[src/rtl/riscv_memreq_queue_if.sv]
// riscv_memreq_queue_if
// Bundles the two handshakes around the memory request queue:
//   upstream   : req_i + payload (adr/size/lock/we/cm_*/pagefault) in, stall_o back
//   downstream : req_o + head payload out, ack_i back, pagefault_o fault report
//   control    : flush_i in, empty_o out
// Modports:
//   slave  - the queue itself
//   master - the environment (translation stage + memory front-end)
interface riscv_memreq_queue_if #(
    parameter int PLEN = 34
);
    // Access size encoding shared by both sides.
    typedef logic [2:0] biu_size_t;

    logic              flush_i;
    logic              req_i;
    logic [PLEN-1:0]   adr_i;
    biu_size_t         size_i;
    logic              lock_i;
    logic              we_i;
    logic              cm_clean_i;
    logic              cm_invalidate_i;
    logic              pagefault_i;
    logic              stall_o;

    logic              req_o;
    logic [PLEN-1:0]   adr_o;
    biu_size_t         size_o;
    logic              lock_o;
    logic              we_o;
    logic              cm_clean_o;
    logic              cm_invalidate_o;
    logic              ack_i;
    logic              pagefault_o;
    logic              empty_o;

    modport slave (
        input  flush_i, req_i, adr_i, size_i, lock_i, we_i,
               cm_clean_i, cm_invalidate_i, pagefault_i, ack_i,
        output stall_o, req_o, adr_o, size_o, lock_o, we_o,
               cm_clean_o, cm_invalidate_o, pagefault_o, empty_o
    );

    modport master (
        output flush_i, req_i, adr_i, size_i, lock_i, we_i,
               cm_clean_i, cm_invalidate_i, pagefault_i, ack_i,
        input  stall_o, req_o, adr_o, size_o, lock_o, we_o,
               cm_clean_o, cm_invalidate_o, pagefault_o, empty_o
    );
endinterface

[src/rtl/riscv_memreq_queue.sv]
// riscv_memreq_queue
// DEPTH-entry FIFO of translated physical requests between the MMU stage and
// the cache front-end. The head entry is shown combinationally on the
// downstream side; faulted entries are retired with a one-cycle pagefault_o
// pulse instead of being issued.
// Ports:
//   clk_i  - clock
//   rst_i  - asynchronous active-high reset
//   bus    - riscv_memreq_queue_if.slave (upstream, downstream, flush/empty)
module riscv_memreq_queue #(
    parameter int PLEN  = 34,
    parameter int DEPTH = 4
) (
    input  logic                  clk_i,
    input  logic                  rst_i,
    riscv_memreq_queue_if.slave   bus
);
    localparam int AW = $clog2(DEPTH);

    typedef struct packed {
        logic [PLEN-1:0] adr;
        logic [2:0]      size;
        logic            lock;
        logic            we;
        logic            cm_clean;
        logic            cm_inv;
        logic            pf;
    } entry_t;

    entry_t          mem_q [DEPTH];
    entry_t          head;
    entry_t          wr_entry;
    logic [AW-1:0]   wr_ptr_q, wr_ptr_d;
    logic [AW-1:0]   rd_ptr_q, rd_ptr_d;
    logic [AW:0]     count_q, count_d;
    logic            inflight_q, inflight_d;
    logic            empty, full, req, push, ack_pop, pf_pop, pop;

    assign head    = mem_q[rd_ptr_q];
    assign empty   = (count_q == '0);
    assign full    = (count_q == (AW+1)'(DEPTH));
    assign req     = !empty && !head.pf;
    assign ack_pop = req && bus.ack_i;
    // A faulted head seen during flush is simply thrown away with the rest.
    assign pf_pop  = !empty && head.pf && !bus.flush_i;
    assign pop     = ack_pop || pf_pop;
    // Full blocks pushes even when a pop frees a slot in the same cycle.
    assign push    = bus.req_i && !full && !bus.flush_i;

    assign wr_entry = '{adr: bus.adr_i, size: bus.size_i, lock: bus.lock_i,
                        we: bus.we_i, cm_clean: bus.cm_clean_i,
                        cm_inv: bus.cm_invalidate_i, pf: bus.pagefault_i};

    always_comb begin
        rd_ptr_d   = rd_ptr_q + AW'(pop);
        wr_ptr_d   = wr_ptr_q + AW'(push);
        count_d    = count_q + (AW+1)'(push) - (AW+1)'(pop);
        inflight_d = req && !bus.ack_i;
        if (bus.flush_i) begin
            if (inflight_q && !bus.ack_i) begin
                // Memory already sees the head: keep it alone until acked.
                count_d  = (AW+1)'(1);
                wr_ptr_d = rd_ptr_q + AW'(1);
            end else begin
                // Anything acked this cycle has already advanced rd_ptr_d.
                count_d    = '0;
                wr_ptr_d   = rd_ptr_d;
                inflight_d = 1'b0;
            end
        end
    end

    always_ff @(posedge clk_i or posedge rst_i) begin
        if (rst_i) begin
            wr_ptr_q   <= '0;
            rd_ptr_q   <= '0;
            count_q    <= '0;
            inflight_q <= 1'b0;
        end else begin
            wr_ptr_q   <= wr_ptr_d;
            rd_ptr_q   <= rd_ptr_d;
            count_q    <= count_d;
            inflight_q <= inflight_d;
        end
    end

    // Payload storage is not reset; it is only meaningful while counted.
    always_ff @(posedge clk_i) begin
        if (push) mem_q[wr_ptr_q] <= wr_entry;
    end

    assign bus.stall_o         = full;
    assign bus.empty_o         = empty;
    assign bus.req_o           = req;
    assign bus.pagefault_o     = pf_pop;
    assign bus.adr_o           = head.adr;
    assign bus.size_o          = head.size;
    assign bus.lock_o          = head.lock;
    assign bus.we_o            = head.we;
    assign bus.cm_clean_o      = head.cm_clean;
    assign bus.cm_invalidate_o = head.cm_inv;
endmodule

[src/flat_wrapper.sv]
// flat-port wrapper written by rule: the top's interface ports become plain ports
module riscv_memreq_queue_flat 
#(
    parameter int PLEN  = 34,
    parameter int DEPTH = 4
)
  (clk_i, rst_i, bus_flush_i, bus_req_i, bus_adr_i, bus_size_i, bus_lock_i, bus_we_i, bus_cm_clean_i, bus_cm_invalidate_i, bus_pagefault_i, bus_ack_i, bus_stall_o, bus_req_o, bus_adr_o, bus_size_o, bus_lock_o, bus_we_o, bus_cm_clean_o, bus_cm_invalidate_o, bus_pagefault_o, bus_empty_o);
  riscv_memreq_queue_if #(.PLEN(PLEN)) bus_i ();
  input  logic clk_i;
  input  logic rst_i;
  input wire logic [$bits(bus_i.flush_i)-1:0] bus_flush_i;
  input wire logic [$bits(bus_i.req_i)-1:0] bus_req_i;
  input wire logic [$bits(bus_i.adr_i)-1:0] bus_adr_i;
  input wire logic [$bits(bus_i.size_i)-1:0] bus_size_i;
  input wire logic [$bits(bus_i.lock_i)-1:0] bus_lock_i;
  input wire logic [$bits(bus_i.we_i)-1:0] bus_we_i;
  input wire logic [$bits(bus_i.cm_clean_i)-1:0] bus_cm_clean_i;
  input wire logic [$bits(bus_i.cm_invalidate_i)-1:0] bus_cm_invalidate_i;
  input wire logic [$bits(bus_i.pagefault_i)-1:0] bus_pagefault_i;
  input wire logic [$bits(bus_i.ack_i)-1:0] bus_ack_i;
  output wire logic [$bits(bus_i.stall_o)-1:0] bus_stall_o;
  output wire logic [$bits(bus_i.req_o)-1:0] bus_req_o;
  output wire logic [$bits(bus_i.adr_o)-1:0] bus_adr_o;
  output wire logic [$bits(bus_i.size_o)-1:0] bus_size_o;
  output wire logic [$bits(bus_i.lock_o)-1:0] bus_lock_o;
  output wire logic [$bits(bus_i.we_o)-1:0] bus_we_o;
  output wire logic [$bits(bus_i.cm_clean_o)-1:0] bus_cm_clean_o;
  output wire logic [$bits(bus_i.cm_invalidate_o)-1:0] bus_cm_invalidate_o;
  output wire logic [$bits(bus_i.pagefault_o)-1:0] bus_pagefault_o;
  output wire logic [$bits(bus_i.empty_o)-1:0] bus_empty_o;
  assign bus_i.flush_i = bus_flush_i;
  assign bus_i.req_i = bus_req_i;
  assign bus_i.adr_i = bus_adr_i;
  assign bus_i.size_i = bus_size_i;
  assign bus_i.lock_i = bus_lock_i;
  assign bus_i.we_i = bus_we_i;
  assign bus_i.cm_clean_i = bus_cm_clean_i;
  assign bus_i.cm_invalidate_i = bus_cm_invalidate_i;
  assign bus_i.pagefault_i = bus_pagefault_i;
  assign bus_i.ack_i = bus_ack_i;
  assign bus_stall_o = bus_i.stall_o;
  assign bus_req_o = bus_i.req_o;
  assign bus_adr_o = bus_i.adr_o;
  assign bus_size_o = bus_i.size_o;
  assign bus_lock_o = bus_i.lock_o;
  assign bus_we_o = bus_i.we_o;
  assign bus_cm_clean_o = bus_i.cm_clean_o;
  assign bus_cm_invalidate_o = bus_i.cm_invalidate_o;
  assign bus_pagefault_o = bus_i.pagefault_o;
  assign bus_empty_o = bus_i.empty_o;
  riscv_memreq_queue #(.PLEN(PLEN), .DEPTH(DEPTH)) u_core (.clk_i(clk_i), .rst_i(rst_i), .bus(bus_i));
endmodule
[config.mk]
export PLATFORM = sky130hd
export DESIGN_NAME = riscv_memreq_queue_flat
export DESIGN_NICKNAME = d
export VERILOG_FILES = /design/src/rtl/riscv_memreq_queue_if.sv /design/src/rtl/riscv_memreq_queue.sv /design/src/flat_wrapper.sv
export SDC_FILE = /design/constraint.sdc
export NUM_CORES = 1
export LEC_CHECK = 0
export CORE_AREA = 5 5 143 145
export CTS_CLUSTER_SIZE = 14
export DETAILED_ROUTE_END_ITERATION = 8
export DIE_AREA = 0 0 148 150
export PLACE_DENSITY = 0.55
export REMOVE_ABC_BUFFERS = 1
export SKIP_CTS_REPAIR_TIMING = 1
export SLEW_MARGIN = 10
export SYNTH_ARGS = -nofsm -noshare
export SYNTH_HDL_FRONTEND = slang
export SYNTH_SLANG_ARGS = --single-unit
[constraint.sdc]
create_clock -name clk_i -period 13.3 [get_ports clk_i]
set_input_delay 2.66 -clock clk_i [delete_from_list [all_inputs] [get_ports clk_i]]
set_output_delay 2.66 -clock clk_i [all_outputs]
set_load 0.02 [all_outputs]
# Word-level counts from Yosys, hierarchy flattened
# Memory sizes are Yosys's and may differ from the RTL's.
# Index checks and enable logic that the tools add are counted.
[word_totals]
reg_bits = 8
mem_bits_rw = 168
inputBits = 47
out_inout_bits = 45
wordCells = 34
n_memories = 1
[op_classes]
addsub = 5
eq_ne = 1
mux = 8
reduce_logical = 15
[memory_table]
columns = ["name", "words", "word_bits", "rd", "rd_ports_with_merged_regs", "write_ports", "line", "rtl"]
rows = [
  ["u_core.mem_q", 4, 42, 1, 0, 1, "riscv_memreq_queue.sv:30", "entry_t mem_q [DEPTH];"],
]
[op_table]
columns = ["op", "count"]
rows = [
  ["logical AND 1 bit", 8],
  ["logical NOT 1 bit", 5],
  ["2-to-1 mux 1 bit", 5],
  ["adder 2 x 1 -> 2 bit", 2],
  ["2-to-1 mux 2 bit", 2],
  ["adder 3 x 1 -> 3 bit", 1],
  ["== test 3 bit (second input constant)", 1],
  ["logical NOT 3 bit", 1],
  ["2-to-1 mux 3 bit", 1],
  ["subtractor 3 x 1 -> 3 bit", 1],
  ["adder 2 x 1 -> 2 bit (second input constant)", 1],
  ["logical OR 1 bit", 1],
]

# Logic depth before layout (Yosys ltp)
[logic_depth]
ltp_word = 8
mapped_depth = 11
mapped_depth_nobuf = 10

# Worst setup path after synthesis
# No wires, ideal clock.
[synth_path]
path_kind = "in2reg"
startpoint = "input bus_flush_i"
endpoint = "memory u_core.mem_q[1][0] (netlist bit) (enable)"
setup_ps = 502
t_arrival_ps = 6419
required_ps = 12798
setup_slack_ps = 6379
stages = 3
n_path_buf = 1
cell_sequence = "clkbuf_1 > or3b_1 > nor3b_1"
[synth_via]
elab_chain_len = 4
[synth_lines]
columns = ["element", "line", "rtl"]
rows = [
  ["start: declaration", "flat_wrapper.sv:11", "input wire logic [$bits(bus_i.flush_i)-1:0] bus_flush_i;"],
  ["logical NOT 1 bit", "riscv_memreq_queue.sv:48", "assign push = bus.req_i && !full && !bus.flush_i;"],
  ["logical AND 1 bit", "riscv_memreq_queue.sv:48", ""],
  ["2-to-1 mux 1 bit", "riscv_memreq_queue.sv:89", "if (push) mem_q[wr_ptr_q] <= wr_entry;"],
  ["2-to-1 mux 1 bit (not written as such)", "riscv_memreq_queue.sv:89", ""],
  ["end: declaration", "riscv_memreq_queue.sv:30", ""],
]
# No other way between the ends.

# Worst setup path after layout
[layout_path]
startpoint = "input bus_flush_i"
endpoint = "output bus_pagefault_o"
[layout_via]
elab_chain_len = 2
[layout_lines]
columns = ["element", "line", "rtl"]
rows = [
  ["logical NOT 1 bit", "riscv_memreq_queue.sv:45", "assign pf_pop = !empty && head.pf && !bus.flush_i;"],
  ["logical AND 1 bit", "riscv_memreq_queue.sv:45", ""],
  ["end: declaration", "flat_wrapper.sv:29", "output wire logic [$bits(bus_i.pagefault_o)-1:0] bus_pagefault_o;"],
]
# No other way between the ends.

==> out/metrics.csv <==
stage,metric,value,unit
sta,slew-limit-headroom,38.8,%
yosys,yosysSeqAreaShare,80.1,%
sta,fin_setup_tns,0,ps
yosys,synth_top_family_by_area,multiplexers,
routing,dr_total_vias,2997,
worst_setup_path,critPathKind,primary input to primary output,
grt,grt_usage,11.4,%
yosys,synth_compound_area_share,0.840,%
routing,ant_nets,0,
grt,gr-total-overflow,0,
yosys,synth_flop_cell,edfxtp_1,
worst_setup_path,worstPathArrival,4130,ps
yosys,ys_types,27,
floorplan,die_x,148,um
floorplan,fp.coreArea,19100,um^2
yosys,ys_ff_latch,176,
yosys,muxShareOfSynthArea,14.6,%
yosys,avgSynthCellArea,24.2,um^2
floorplan,die_y,150,um
clock_tree,htree_levels,4,
clock_tree,clockBufferDepth,2,
sta,fin_skew,6.68,ps
grt,grt_most_used_layer,met2,
clock_tree,clk_latency,410,ps
yosys,netlist_area,6550,um^2
clock_tree,cts_root_buf,clkbuf_16,
sta,worst_pin_slew,918,ps
grt,grt_start_max_net_pins,46,
cells_and_area,fin_nets,430,
yosys,synth_area_leaders,"edfxtp_1 77%, mux4_2 14%, dfrtp_1 3.1%",
yosys,yosys.area_share.simple,1.62,%
yosys,synth_top_cell_area_share,77.0,%
grt,grt_pass1_wl,18.7,mm
yosys,yosysWarnings,0,
grt,gr-usage-met2,19.5,%
clock_tree,cts_buffers,17,
yosys,yosysMostFrequentCell,edfxtp_1,
power,power_density,207,nW/um^2
worst_setup_path,crit_required,10640,ps
run,maxCapViolations,0,
placed_design,post-place-ws,6500,ps
cells_and_area,fill_cells,1627,
worst_setup_path,cp_max_fo,9,
routing,wl_per_cell,19.3,um
sta,drv_slew,0,
yosys,synth_top_area_cell,edfxtp_1,
sta,timing.fmax,0.147,GHz
min_path,hold_class,flop to flop,
cells_and_area,syn_to_final_growth,26.8,%
yosys,syn_inst,271,
routing,drc_errors,0,
yosys,synthXorXnorAreaFrac,0.535,%
grt,grt_pass1_vias,3281,
power,p_leak,2.68,nW
placed_design,place.gp.congestion,0.751,
clock_tree,clkTransAtPathRegs,60,ps
floorplan,io_pins,92,
yosys,synthAdderAreaFrac,1.07,%
clock_tree,clock-sinks,176,
sta,rsz0062_at_grt,false,
yosys,async_reset_ff_share,4.55,%
grt,grt_use_met1,13.6,%
yosys,synth_edf_count,168,
floorplan,start_util,34.3,%
power,ir_drop,0.0907,mV
clock_tree,cts_tree,done,
sta,fin_crit_sh,51.0,%
sta,setup-violations-final,0,
placed_design,hpwl,7.27,mm
worst_setup_path,endpoint_kind,primary output,
cells_and_area,antenna_cells,0,
cells_and_area,drive_above_1_share,22.0,%
placed_design,port_buffers,91,
floorplan,rows,51,
routing,wirelength,12.1,mm
sta,fin_crit,6790,ps
floorplan,die_area,22200,um^2
grt,met3_usage,3.30,%
status,status,finished clean,
routing,firstDrtPassIters,4,
routing,drt_iter0_markers,153,
sta,whs,583,ps
sta,worst_slack,6510,ps
routing,via_per_inst,4.76,
yosys,synth_commonest_cells,"168 x edfxtp_1, 42 x mux4_2, 8 x dfrtp_1",
grt,grt_antenna_before_repair,0,
worst_setup_path,critPathLaunchType,primary input,
sta,final_hold_viol_count,0,
-- state kept, by name, summed over array words and instances, names as in the netlist --
signal and flops:
u_core.inflight_q 1, u_core.wr_ptr_q 2, u_core.rd_ptr_q 2, u_core.mem_q 168
u_core.count_q 3
-- per-stage QoR --
stage,std cells,power [W],cell area [um^2],utilization [%]
floorplan,260,0.00106,6490,-
global placement,597,0.00131,7780,40.8
detailed placement,597,0.00131,7780,40.8
CTS,629,0.00175,8300,43.5
global route,629,0.00181,8300,43.5
finish,629,0.00172,8300,43.5
-- layout by cell type (no fill, tap or decap), types with 2 or more instances in the layout --
| master | n |
|---|---|
| clkinvlp_4 | 5 |
| mux4_2 | 42 |
| nor3b_1 | 3 |
| buf_4 | 8 |
| inv_1 | 7 |
| a21oi_1 | 2 |
| xor2_1 | 2 |
| clkdlybuf4s50_1 | 91 |
| clkinv_2 | 4 |
| clkbuf_16 | 17 |
| xnor2_1 | 2 |
| inv_6 | 3 |
| ha_1 | 4 |
| edfxtp_1 | 168 |
| dfrtp_1 | 6 |
| nor3b_2 | 2 |
| nor2_1 | 5 |
| clkinv_1 | 2 |
-- routing by layer --
| layer | wire length (um) | up-vias |
|---|---|---|
| met1 | 5180 | 1564 |
| li1 | - | 1349 |
| met3 | 562 | 15 |
| met2 | 6150 | 69 |
| met4 | 227 | 0 |
| met5 | 0 | - |
-- path summary, 6_finish.rpt --
kind                                    start                  to  slack, ps  cells after the start
setup reg to reg           u_core.rd_ptr_q[0]   u_core.count_q[2]      10060                     10
max in group asynchronous               rst_i  u_core.rd_ptr_q[0]      10530                      2
min in group asynchronous               rst_i   u_core.count_q[1]       2500                      2
hold reg to reg             u_core.inflight_q   u_core.inflight_q        580                      2
setup / recovery                  bus_flush_i     bus_pagefault_o       6510                      3
hold / removal              u_core.inflight_q   u_core.inflight_q        580                      2
-- where the power goes --
part / switching, W / total [W] / internal, W
sequential: 0.0000726 / 0.000747 / 0.000674
clock: 0.000201 / 0.000439 / 0.000237
combinational: 0.000246 / 0.000535 / 0.000289
-- layout make-up --
cell class / instances / area (um^2) / share of cell area [%]
Multi-Input combinational cell: 77 / 1240 / 14.9
Clock inverter: 14 / 91.3 / 1.10
Clock buffer: 18 / 429 / 5.17
Tap cell: 238 / 298 / 3.59
Timing Repair Buffer: 99 / 971 / 11.7
Sequential cell: 176 / 5250 / 63.2
Inverter: 7 / 26.3 / 0.316
-- critical path: stages --
cell	delay, ps
clkdlybuf4s50_1	570
nor3b_1	260
clkdlybuf4s50_1	640
-- kinds of logic (layout without fill, tap and decap cells) --
group                    after synthesis  count (layout)
adder cells (fa/ha/maj)                5               5
AND/OR/NAND/NOR                       18              18
AO/OA/AOI/OAI                          7               7
buffers and inverters                 18             138
flip-flops                           176             176
multiplexers                          43              43
XOR/XNOR                               4               4
No activity file was read; power rests on OpenSTA's default activity.
